==> src/rtl/btn_repeat.sv <==
`timescale 1ns/1ps
`default_nettype none
// ============================================================================
// Module   : btn_repeat
// Purpose  : N-channel push-button conditioner. Each channel synchronises
//            the pad, debounces it, and emits press pulses: one on press,
//            then auto-repeat pulses after an initial delay. It also provides
//            a debounced level, a release pulse and a repeating indicator.
// Revision : 1.0 - initial release
// ============================================================================
module btn_repeat #(
  parameter int N_BTN        = 1,
  parameter int ACTIVE_LOW   = 1,
  parameter int SYNC_STAGES  = 2,
  parameter int DEBOUNCE_CYC = 120_000,
  parameter int START_DELAY  = 6_000_000,
  parameter int REPEAT_DELAY = 1_200_000
) (
  input  logic             i_clk,
  input  logic             i_rst,
  input  logic [N_BTN-1:0] i_btn,
  input  logic [N_BTN-1:0] i_repeat_en,
  output logic [N_BTN-1:0] o_held,
  output logic [N_BTN-1:0] o_press,
  output logic [N_BTN-1:0] o_release,
  output logic [N_BTN-1:0] o_repeating
);

  localparam int C_DW   = $clog2(DEBOUNCE_CYC + 1);
  localparam int C_RMAX = (START_DELAY > REPEAT_DELAY) ? START_DELAY : REPEAT_DELAY;
  localparam int C_RW   = $clog2(C_RMAX + 1);

  localparam logic [C_DW-1:0] C_DEB_LAST   = C_DW'(DEBOUNCE_CYC - 1);
  localparam logic [C_RW-1:0] C_START_LAST = C_RW'(START_DELAY - 1);
  localparam logic [C_RW-1:0] C_REP_LAST   = C_RW'(REPEAT_DELAY - 1);

  typedef enum logic [1:0] {
    S_IDLE   = 2'd0,
    S_FIRST  = 2'd1,
    S_REPEAT = 2'd2,
    S_HOLD   = 2'd3
  } state_t;

  // Normalise polarity so that 1 always means "pressed" from here on.
  logic [N_BTN-1:0] w_pad;
  assign w_pad = (ACTIVE_LOW != 0) ? ~i_btn : i_btn;

  generate
    for (genvar g = 0; g < N_BTN; g++) begin : g_ch
      logic [SYNC_STAGES-1:0] sync_q;
      logic                   w_s;
      logic [C_DW-1:0]        dcnt_q;
      logic                   stable_q;
      state_t                 state_q, state_d;
      logic [C_RW-1:0]        rcnt_q, rcnt_d;
      logic                   held_q;
      logic                   press_q, press_d;
      logic                   release_q, release_d;
      logic                   repeating_q;
      logic                   w_rise, w_fall;

      assign w_s = sync_q[SYNC_STAGES-1];

      // Shift the asynchronous pad through the synchroniser chain.
      always_ff @(posedge i_clk or posedge i_rst) begin
        if (i_rst) begin
          sync_q <= '0;
        end else begin
          sync_q <= {sync_q[SYNC_STAGES-2:0], w_pad[g]};
        end
      end

      // Accept a new level only after it has differed for DEBOUNCE_CYC cycles.
      always_ff @(posedge i_clk or posedge i_rst) begin
        if (i_rst) begin
          dcnt_q   <= '0;
          stable_q <= 1'b0;
        end else if (w_s == stable_q) begin
          dcnt_q <= '0;
        end else if (dcnt_q == C_DEB_LAST) begin
          stable_q <= w_s;
          dcnt_q   <= '0;
        end else begin
          dcnt_q <= dcnt_q + C_DW'(1);
        end
      end

      // held_q lags stable_q by one cycle, so comparing them gives the edges.
      assign w_rise = stable_q & ~held_q;
      assign w_fall = ~stable_q & held_q;

      // Next-state and pulse logic; a release always beats a due repeat.
      always_comb begin
        state_d   = state_q;
        rcnt_d    = rcnt_q;
        press_d   = 1'b0;
        release_d = 1'b0;
        if (w_fall) begin
          release_d = 1'b1;
          state_d   = S_IDLE;
          rcnt_d    = '0;
        end else begin
          case (state_q)
            S_IDLE: begin
              if (w_rise) begin
                press_d = 1'b1;
                rcnt_d  = '0;
                state_d = i_repeat_en[g] ? S_FIRST : S_HOLD;
              end
            end
            S_FIRST: begin
              if (!i_repeat_en[g]) begin
                state_d = S_HOLD;
                rcnt_d  = '0;
              end else if (rcnt_q == C_START_LAST) begin
                press_d = 1'b1;
                rcnt_d  = '0;
                state_d = S_REPEAT;
              end else begin
                rcnt_d = rcnt_q + C_RW'(1);
              end
            end
            S_REPEAT: begin
              if (!i_repeat_en[g]) begin
                state_d = S_HOLD;
                rcnt_d  = '0;
              end else if (rcnt_q == C_REP_LAST) begin
                press_d = 1'b1;
                rcnt_d  = '0;
              end else begin
                rcnt_d = rcnt_q + C_RW'(1);
              end
            end
            S_HOLD: begin
              rcnt_d = '0;
            end
            default: begin
              state_d = S_IDLE;
              rcnt_d  = '0;
            end
          endcase
        end
      end

      // State, counter and registered outputs; reset aborts anything pending.
      always_ff @(posedge i_clk or posedge i_rst) begin
        if (i_rst) begin
          state_q     <= S_IDLE;
          rcnt_q      <= '0;
          held_q      <= 1'b0;
          press_q     <= 1'b0;
          release_q   <= 1'b0;
          repeating_q <= 1'b0;
        end else begin
          state_q     <= state_d;
          rcnt_q      <= rcnt_d;
          held_q      <= stable_q;
          press_q     <= press_d;
          release_q   <= release_d;
          repeating_q <= (state_q == S_REPEAT);
        end
      end

      assign o_held[g]      = held_q;
      assign o_press[g]     = press_q;
      assign o_release[g]   = release_q;
      assign o_repeating[g] = repeating_q;
    end
  endgenerate

endmodule
`default_nettype wire
==> config.mk <==
export PLATFORM = sky130hd
export DESIGN_NAME = btn_repeat
export DESIGN_NICKNAME = d
export VERILOG_FILES = /design/src/rtl/btn_repeat.sv
export SDC_FILE = /design/constraint.sdc
export NUM_CORES = 1
export LEC_CHECK = 0
export BUFFER_PORTS_ARGS = -buffer_cell sky130_fd_sc_hd__buf_2
export CAP_MARGIN = 10
export CELL_PAD_IN_SITES_DETAIL_PLACEMENT = 0
export CELL_PAD_IN_SITES_GLOBAL_PLACEMENT = 1
export CORE_AREA = 4 4 78 80
export DETAILED_ROUTE_END_ITERATION = 7
export DIE_AREA = 0 0 82 84
export GPL_TIMING_DRIVEN = 0
export PLACE_DENSITY = 0.74
export SETUP_SLACK_MARGIN = 0.1
export SLEW_MARGIN = 20
export SYNTH_ARGS = -nofsm -noshare
export SYNTH_HDL_FRONTEND = slang
export SYNTH_SLANG_ARGS = --single-unit
==> constraint.sdc <==
create_clock -name i_clk -period 4.4 [get_ports i_clk]
set_input_delay 0.88 -clock i_clk [delete_from_list [all_inputs] [get_ports i_clk]]
set_output_delay 0.88 -clock i_clk [all_outputs]
set_load 0.005 [all_outputs]
==> results.cfg, run 1 <==
[drt]
viasPerCell = 5.47
dr.pass1.iters = 4
route.detailed.drc = 0
drtAntennaViolNets = 0
wire_per_inst_um = 15.1
wl_mm = 5.46
drt-initial-drc-count = 98
vias = 1974

[critical_path]
cp-startpoint = g_ch[0].stable_q
crit_fanout = 10
cp.required_ps = 4630
r2r-start = g_ch[0].stable_q
r2r-end = g_ch[0].rcnt_q[5]
crit_type = reg -> reg
rr_worst_depth = 8
crit_end = g_ch[0].rcnt_q[5]
cp-end-kind = register
rrSetupSlack_ps = 1970
start_kind = register
worstPathArrival_ps = 2650

[timing]
fin_skew_ps = 7.21
fmax_mhz = 412
maxSlewViolCount = 0
tightest_slew_ps = 521
period_share_pct = 55.1
hold_violations = 0
tns_ps = 0
setup_slack_ps = 1970
grt_setup_unrepaired = false
setup_viol = 0
max_slew_margin_pct = 65.3
fin_crit_ps = 2430

[layout]
fillers = 513
drive_gt1_share_pct = 11.4
final_cell_mix = dfrtp_1 (49), nand2_1 (27), nor2_1 (27)
fin_nets = 300
diodes = 0
area_growth_pct = 9.29
final_common_cell = dfrtp_1

[global_routing]
antenna_found_initial = 0
grt_pass1_vias = 1956
gr-total-overflow = 0
grt_pass1_wl_mm = 9.54
grt_max_degree = 34
gr-usage-all-layers_pct = 17.8

[clock_tree]
clk_pin_slew_ps = 90
cts_buffer_depth = 2
root_buffer = clkbuf_8
cts_tree = done
clkLatencyLatePin_ps = 300
cts_max_level = 2
cts_made_buffers = 5
post-cts-setup-buffers = 0
cts_resized = 0
cts_num_sinks = 49
ctsHoldBuffers = 0

[die]
coreArea_mm2 = 0.00541
io_pins = 8
dieArea_mm2 = 0.00689
die_w_um = 82
placementRows = 27
die_y_um = 84
start_util_pct = 48.1

[logic_synthesis]
synth_cells = 273
yosysSeqAreaShare_pct = 47.2
ys_async_sr_fraction_pct = 100
yosysUniqueCellTypes = 43
synth_ff_type = dfrtp_1
ys_warn_count = 0
syn_nets = 285
netlist_area_mm2 = 0.00260
synth_edf_count = 0
avgSynthCellArea_um2 = 9.52
synth-seq-cells = 49

[place]
place.port_buffers = 7
pre_cts_ws_ps = 1990
gp_congestion = 0.784
dp_hpwl_mm = 3.85

[hold_path]
hold_class = reg -> reg

[run]
maxCapViolCount = 0

[power]
ir_worst_vdd_uv = 203
p_leak_nw = 1.24
p_per_area_mw_per_mm2 = 371

[status]
status = completed
==> registers in the layout, indices dropped and copies added, names as in the netlist <==
signal	flops
o_release	1
o_press	1
g_ch.state_q	2
o_repeating	1
g_ch.rcnt_q	23
g_ch.dcnt_q	17
g_ch.sync_q	2
g_ch.stable_q	1
o_held	1
==> Yosys cell counts (all sizes together) (2+ instances only) <==
library cell  number  area (um2)
a21oi             15        78.8
dfrtp             49        1230
ha                 8         100
nand2             27         101
xnor2              6        52.6
o21ai             11        62.6
nand3b             2        15.0
nor4               2        12.5
nand3             10        50.1
nor3               9        56.3
a41oi              2        17.5
clkbuf             2        7.51
a211oi             2        15.0
nor4b              2        17.5
nand2b             6        37.5
mux2               3        33.8
xor2              10        87.6
a31oi             19         119
inv               14        52.6
o31ai              2        15.0
nand4             12        81.3
nor2              27         101
and4               3        26.3
nor2b              3        18.8
and3               7        43.8
a22o               2        17.5
and2               4        25.0
buf                6        57.6
==> critical path, stage by stage, from the launching register on <==
cell	delay (ps)
dfrtp_1	440
ha_1	300
and2_1	170
buf_6	140
or3_4	390
a21oi_2	280
buf_2	310
o21ai_0	130
a31oi_1	180
==> routing by layer <==
| layer | up-vias | track usage, % | part of all wire, % |
|---|---|---|---|
| met5 | - | 0 | 0 |
| met4 | 0 | 5.44 | 1.2 |
| met3 | 4 | 3.56 | 3.7 |
| met2 | 37 | 27.4 | 46 |
| met1 | 926 | 25.0 | 49 |
| li1 | 1007 | - | - |
==> cell families after synthesis <==
| kind of cell | Yosys count | synth area share (%) |
|---|---|---|
| xor+xnor | 16 | 5.39 |
| compound gates | 57 | 13.8 |
| mux | 3 | 1.30 |
| simple gates | 118 | 24.0 |
| fa+ha+maj | 8 | 3.85 |
| buf+inv | 22 | 4.53 |
| flops | 49 | 47.2 |
==> area by class of cell <==
class                      count  area [um2]  share of cell area (%)
inverter                      14        52.6                    1.85
sequential                    49        1230                    43.2
buffer                         8        65.1                    2.29
clock buffer                   6        82.6                    2.91
tap                           72        90.1                    3.17
multi-input combinational    202        1250                    44.2
timing repair buffer           8        55.1                    1.94
clock inverter                 2        13.8                   0.485
==> worst min path at each step <==
stage / start / cells after the start / end / slack, ps
after CTS: g_ch[0].sync_q[0] / 0 / g_ch[0].sync_q[1] / 360
after global routing: g_ch[0].sync_q[0] / 0 / g_ch[0].sync_q[1] / 370
final: g_ch[0].sync_q[0] / 0 / g_ch[0].sync_q[1] / 350
after floorplan: g_ch[0].sync_q[0] / 0 / g_ch[0].sync_q[1] / 330
after global placement: g_ch[0].sync_q[0] / 0 / g_ch[0].sync_q[1] / 340
after detailed placement: g_ch[0].sync_q[0] / 0 / g_ch[0].sync_q[1] / 340
==> power breakdown <==
group / internal, mW / switching [mW]
Clock: 0.128 / 0.152
Combinational: 0.109 / 0.175
Sequential: 0.471 / 0.0181
==> stage by stage <==
stage / power, mW / util [%] / hold WS, ps / area [um2] / instances
3_5_place_dp: 0.784 / 50.8 / 337 / 2740 / 353
3_3_place_gp: 0.780 / 50.4 / 336 / 2720 / 352
2_1_floorplan: 0.707 / - / 331 / 2600 / 273
4_1_cts: 1.07 / 52.5 / 357 / 2840 / 361
6_report: 1.05 / 52.5 / 353 / 2840 / 361
5_1_grt: 1.12 / 52.5 / 366 / 2840 / 361
(Power assumes the default switching activity.)
==> run 2, diff against run 1 <==
--- a/config.mk
+++ b/config.mk
@@ -5,15 +5,16 @@
 export SDC_FILE = /design/constraint.sdc
 export NUM_CORES = 1
 export LEC_CHECK = 0
+export ABC_AREA = 1
 export BUFFER_PORTS_ARGS = -buffer_cell sky130_fd_sc_hd__buf_2
 export CAP_MARGIN = 10
 export CELL_PAD_IN_SITES_DETAIL_PLACEMENT = 0
 export CELL_PAD_IN_SITES_GLOBAL_PLACEMENT = 1
-export CORE_AREA = 4 4 78 80
+export CORE_AREA = 4 4 92 94
 export DETAILED_ROUTE_END_ITERATION = 7
-export DIE_AREA = 0 0 82 84
+export DIE_AREA = 0 0 96 98
 export GPL_TIMING_DRIVEN = 0
-export PLACE_DENSITY = 0.74
+export PLACE_DENSITY = 0.71
 export SETUP_SLACK_MARGIN = 0.1
 export SLEW_MARGIN = 20
 export SYNTH_ARGS = -nofsm -noshare
==> constraint.sdc (replaced) <==
create_clock -name i_clk -period 2.18 [get_ports i_clk]
set_input_delay 0.436 -clock i_clk [delete_from_list [all_inputs] [get_ports i_clk]]
set_output_delay 0.436 -clock i_clk [all_outputs]
set_load 0.005 [all_outputs]
==> run 2 against run 1 <==
Sequential share of layout area is 7.8 points lower. Worst hold slack got worse by 240 ps. Wire length grew 32%. Critical path type unchanged. Combinational power is 84% lower. Synthesized cell count rose by 60%. Via count grew 33%. First-iteration DRC count increased by 57%. Register-to-register slack got worse by 1600 ps. Core utilization fell by 7.3 points. Maximum frequency grew 31%. Worst setup slack got worse by 1600 ps.
==> results.cfg, run 2 <==
[critical_path]
cpMostUsedCell = nand2_1
critical_path.cell_chain = inv_1, ha_1, nand2_1, nor3_4, buf_2, nand3_1, nand2_1
cp-end-kind = register
start_kind = register
cp_slowest_cell = dfrtp_1
crit_fanout = 10
worstPathArrival_ps = 2110
critPathMaxStageDelay_ps = 410
cp.required_ps = 2440
crit_type = reg -> reg

[drt]
route.detailed.drc = 0
dr.pass1.iters = 4
drt-met1-wl_mm = 3.57
wl_met3_um = 137
wire_per_inst_um = 12.9
dr.max_layer_used = met4
drt-initial-drc-count = 154
vias = 2620
wl_mm = 7.18
viasPerCell = 4.71
wl_met2_mm = 3.39
drtAntennaViolNets = 0

[power]
p_per_area_mw_per_mm2 = 482
switching_share_pct = 22.0
p_seq_share_pct = 55.1
p_leak_nw = 1.85
switchingPower_uw = 367
intPower_mw = 1.30
ir_worst_vdd_uv = 315
combPwrFrac_pct = 2.7
clkPwrFrac_pct = 42.2

[status]
status = completed

[layout]
fin_cells = 556
diodes = 0
largest_register_ffs = 23
final_cell_mix = nand2_1 (136), nor2_1 (65), dfrtp_1 (49)
drive_gt1_share_pct = 14.1
fin_nets = 465
largestRegisters = g_ch.rcnt_q: 23 flops, g_ch.dcnt_q: 17 flops
final_common_cell = nand2_1
area_growth_pct = 9.80
regMostFlops = g_ch.rcnt_q

[logic_synthesis]
synth.top_cell.area_share_pct = 38.9
yosysSeqAreaShare_pct = 38.9
ys_warn_count = 0
avgSynthCellArea_um2 = 7.20
synth-seq-cells = 49
synth_ff_type = dfrtp_1
ys_async_sr_fraction_pct = 100
syn_nets = 450
yosysTopAreaCell = dfrtp_1
synthTopCellsByCount = nand2_1 (136), nor2_1 (65), dfrtp_1 (49)
netlist_area_mm2 = 0.00315
synth_edf_count = 0
yosysUniqueCellTypes = 28
ys_top_cells_by_area = dfrtp_1 (39%), nand2_1 (16%), nor2_1 (7.7%), nand3_1 (5.9%), inv_1 (4.6%)
yosysMostFrequentCell = nand2_1
synth_cells = 438

[clock_tree]
cts_buffer_depth = 2
cts_max_level = 2
post-cts-setup-buffers = 0
clkLatencyLatePin_ps = 310
cts_made_buffers = 5
cts_tree = done
cts_num_sinks = 49
clk_pin_slew_ps = 100
root_buffer = clkbuf_8
cts_resized = 0
ctsHoldBuffers = 0

[place]
pre_cts_ws_ps = 201
dp_cells = 548
gp_congestion = 0.871
dp_hpwl_mm = 5.41
place.port_buffers = 7

[timing]
period_share_pct = 84.8
tightest_slew_ps = 455
fin_skew_ps = 12.0
hold_violations = 0
maxSlewViolCount = 0
setup_slack_ps = 332
max_slew_margin_pct = 69.7
grt_setup_unrepaired = false
fmax_mhz = 541
setup_viol = 0
fin_crit_ps = 1850
holdWs_ps = 116

[die]
start_util_pct = 41.2
io_pins = 8
die_y_um = 98
dieArea_mm2 = 0.00941
placementRows = 32
coreArea_mm2 = 0.00765
die_w_um = 96

[hold_path]
hold_class = in -> async

[global_routing]
gr-total-overflow = 0
gr-usage-all-layers_pct = 16.8
grt_max_degree = 33
grt_pass1_wl_mm = 12.7
grt_pass1_vias = 2612
antenna_found_initial = 0

[run]
maxCapViolCount = 0
[run 2: cell type report]
| class | instances | area [um2] |
|---|---|---|
| multi-input cells | 329 | 1690 |
| well taps | 102 | 128 |
| flip-flops and latches | 49 | 1230 |
| fillers | 806 | 4190 |
| clock buffers | 6 | 82.6 |
| repair buffers | 8 | 55.1 |
| inverters | 52 | 195 |
| plain buffers | 8 | 50.0 |
| clock inverters | 2 | 37.5 |
[run 2: cell families (layout without fill, tap and decap cells)]
kind of cell / count (synthesis) / count (layout) / synth area share [%]
buf+inv: 60 / 76 / 7.78
fa+ha+maj: 8 / 8 / 3.17
flops: 49 / 49 / 38.9
xor+xnor: 24 / 24 / 6.67
simple gates: 290 / 290 / 42.4
compound gates: 7 / 7 / 1.11
[run 2: layer usage]
layer  up-vias  global-route usage [%]
met5         -                       0
met4         0                    3.61
met3         5                    2.54
met2        17                    26.6
met1      1209                    24.1
li1       1389                       -
[run 2: power by group through the flow]
stage	combinational [mW]	clock [mW]	sequential, mW
finish	0.0450	0.704	0.919
global route	0.0538	0.763	0.920
CTS	0.0474	0.728	0.919
detailed placement	0.0475	0	0.937
global placement	0.0416	0	0.937
floorplan	0.0285	0	0.936
[run 2: final timing paths]
check,start,endpoint,slack (ps),depth (start not counted)
worst max-delay path,g_ch[0].state_q[0],g_ch[0].rcnt_q[10],330,7
worst min-delay path,i_rst,o_held,120,2
worst max register to register,g_ch[0].state_q[0],g_ch[0].rcnt_q[10],330,7
worst min register to register,g_ch[0].sync_q[0],g_ch[0].sync_q[1],380,0
max in group asynchronous,i_rst,g_ch[0].rcnt_q[16],1530,3
min in group i_clk,i_btn,g_ch[0].sync_q[0],280,2
[run 2: critical path, delay by kind of cell, from the launching register on]
| kind | cells | cell delay, ps |
|---|---|---|
| flip-flops | 1 | 410 |
| buffers and inverters | 2 | 440 |
| AND/OR/NAND/NOR | 4 | 640 |
| adder cells (fa/ha/maj) | 1 | 320 |
[run 2: metrics by stage]
step | TNS (ps) | area (um2) | power (mW) | util [%]
6_report | 0 | 3460 | 1.67 | 45.3
5_1_grt | 0 | 3460 | 1.74 | 45.3
4_1_cts | 0 | 3460 | 1.69 | 45.2
3_5_place_dp | 0 | 3340 | 0.985 | 43.6
3_3_place_gp | -8670 | 3320 | 0.978 | 43.4
2_1_floorplan | 0 | 3150 | 0.964 | -
==> run 3, diff against run 2 <==
--- a/config.mk
+++ b/config.mk
@@ -10,11 +10,11 @@
 export CAP_MARGIN = 10
 export CELL_PAD_IN_SITES_DETAIL_PLACEMENT = 0
 export CELL_PAD_IN_SITES_GLOBAL_PLACEMENT = 1
-export CORE_AREA = 4 4 92 94
+export CORE_AREA = 4 4 88 90
 export DETAILED_ROUTE_END_ITERATION = 7
-export DIE_AREA = 0 0 96 98
+export DIE_AREA = 0 0 92 94
 export GPL_TIMING_DRIVEN = 0
-export PLACE_DENSITY = 0.71
+export PLACE_DENSITY = 0.74
 export SETUP_SLACK_MARGIN = 0.1
 export SLEW_MARGIN = 20
 export SYNTH_ARGS = -nofsm -noshare
==> constraint.sdc (replaced) <==
create_clock -name i_clk -period 1.8 [get_ports i_clk]
set_input_delay 0.36 -clock i_clk [delete_from_list [all_inputs] [get_ports i_clk]]
set_output_delay 0.36 -clock i_clk [all_outputs]
set_load 0.005 [all_outputs]
==> run 3 against run 2 <==
Global-route usage is 1.4 points higher. Non-clock buffer count increased by 9. Maximum frequency up 10%. Critical path depth up 4. Combinational power grew 29%. Worst setup slack worse by 210 ps. First-iteration DRC count down 27%.
==> results.cfg, run 3 (same netlist as run 2, synthesis figures left out) <==
[status]
status = completed

[hold_path]
hold_class = in -> async

[place]
gp_congestion = 0.802
dp_hpwl_mm = 5.34
place.port_buffers = 7

[critical_path]
crit_end = g_ch[0].rcnt_q[12]
r2r-end = g_ch[0].rcnt_q[12]
worst_path_dominant_cell_family = simple AND/OR/NAND/NOR gates
cp.depth = 11
cp.required_ps = 2010
critical_path.cell_chain = ha_2, nand2_4, inv_2, nand2_2, nor2_4, nand3_2, nand2_2, nand2_4, clkbuf_16, nand3b_1, nand2_1
cp-end-kind = register
r2r-start = g_ch[0].rcnt_q[0]
critPathMaxStageDelay_ps = 380
crit_fanout = 5
start_kind = register
crit_type = reg -> reg
critPathBufInv = 2
rr_worst_depth = 11
worstPathArrival_ps = 1890
cp-startpoint = g_ch[0].rcnt_q[0]
cp_slowest_cell = dfrtp_1
rrSetupSlack_ps = 120

[layout]
fillers = 720
largest_register_ffs = 23
diodes = 0
multi_input_area_mm2 = 0.00174
seq_area_mm2 = 0.00123
final_common_cell = nand2_1
fin_nets = 474
largestRegisters = g_ch.rcnt_q: 23 flops, g_ch.dcnt_q: 17 flops
area_growth_pct = 15.2
regMostFlops = g_ch.rcnt_q
final_cell_mix = nand2_1 (134), nor2_1 (64), dfrtp_1 (49)
drive_gt1_share_pct = 17.7

[drt]
viasPerCell = 4.80
drtAntennaViolNets = 0
wl_mm = 7.44
route.detailed.drc = 0
dr.pass1.iters = 4
vias = 2698
drt-initial-drc-count = 112
wire_per_inst_um = 13.2

[timing]
hold_violations = 0
max_slew_margin_pct = 64.4
maxSlewViolCount = 0
tightest_slew_ps = 532
fmax_mhz = 596
grt_setup_unrepaired = true
setup_viol = 0
fin_crit_ps = 1680
tns_ps = 0
period_share_pct = 93.3
fin_skew_ps = 7.91

[clock_tree]
clk_pin_slew_ps = 100
ctsHoldBuffers = 0
cts_tree = done
cts_max_level = 2
cts_made_buffers = 5
cts_buffer_depth = 2
root_buffer = clkbuf_8
cts_num_sinks = 49
clkLatencyLatePin_ps = 300

[run]
maxCapViolCount = 0

[die]
die_y_um = 94
start_util_pct = 44.7
io_pins = 8
placementRows = 31
die_w_um = 92
coreArea_mm2 = 0.00706
dieArea_mm2 = 0.00865

[global_routing]
grt_pass1_vias = 2597
globalRouteMet1Util_pct = 24.0
grt_max_degree = 34
use_met2_pct = 31.5
antenna_found_initial = 0
grt_pass1_wl_mm = 12.6
gr-total-overflow = 0
busiest_layer = met2
gr-usage-all-layers_pct = 18.2
met3_usage_pct = 2.40

[power]
ir_worst_vdd_uv = 486
p_per_area_mw_per_mm2 = 584
p_leak_nw = 1.93
p_total_mw = 2.12
run 3: worst min-delay path by stage:
stage / start / slack [ps] / endpoint / depth (start not counted)
finish: i_rst / 40 / g_ch[0].rcnt_q[20] / 2
global route: i_rst / 50 / g_ch[0].rcnt_q[0] / 2
detailed placement: g_ch[0].sync_q[0] / 340 / g_ch[0].sync_q[1] / 0
CTS: i_rst / 40 / g_ch[0].rcnt_q[20] / 2
floorplan: g_ch[0].sync_q[0] / 330 / g_ch[0].sync_q[1] / 0
global placement: g_ch[0].sync_q[0] / 340 / g_ch[0].sync_q[1] / 0
run 3: area by class of cell:
class	count	area share [%]
plain buffers	8	2.13
clock buffers	5	1.89
clock inverters	3	1.79
inverters	52	5.37
multi-input cells	329	47.8
flip-flops and latches	49	33.7
well taps	99	3.41
repair buffers	17	3.86
run 3: per-stage QoR:
| stage | instances | hold WS, ps | area, um2 | worst slack [ps] | utilization (%) |
|---|---|---|---|---|---|
| 2_1_floorplan | 438 | 331 | 3150 | 257 | - |
| 3_3_place_gp | 544 | 341 | 3310 | -471 | 46.9 |
| 3_5_place_dp | 545 | 344 | 3330 | -200 | 47.2 |
| 4_1_cts | 555 | 43.2 | 3510 | 109 | 49.8 |
| 5_1_grt | 562 | 50.6 | 3630 | 61.6 | 51.5 |
| 6_report | 562 | 37.1 | 3630 | 121 | 51.5 |
run 3: timing repair:
| action | in CTS | in global routing |
|---|---|---|
| pin swaps | 2 | 10 |
| endpoints found under the setup margin | 28 | 37 |
| gates resized for setup | 8 | 16 |
| setup buffers | 2 | 6 |
| cloned | 0 | 1 |
run 3: layer usage:
metal  vias up  share of wire (%)
li1       1411                  -
met1      1243                 49
met2        37                 48
met3         7                2.0
met4         0                1.4
met5         -                  0
run 3: power by group:
group          internal [mW]  switching [mW]  total, mW
logic                 0.0178          0.0405     0.0582
registers               1.11         0.00477       1.11
clock network          0.553           0.399      0.952
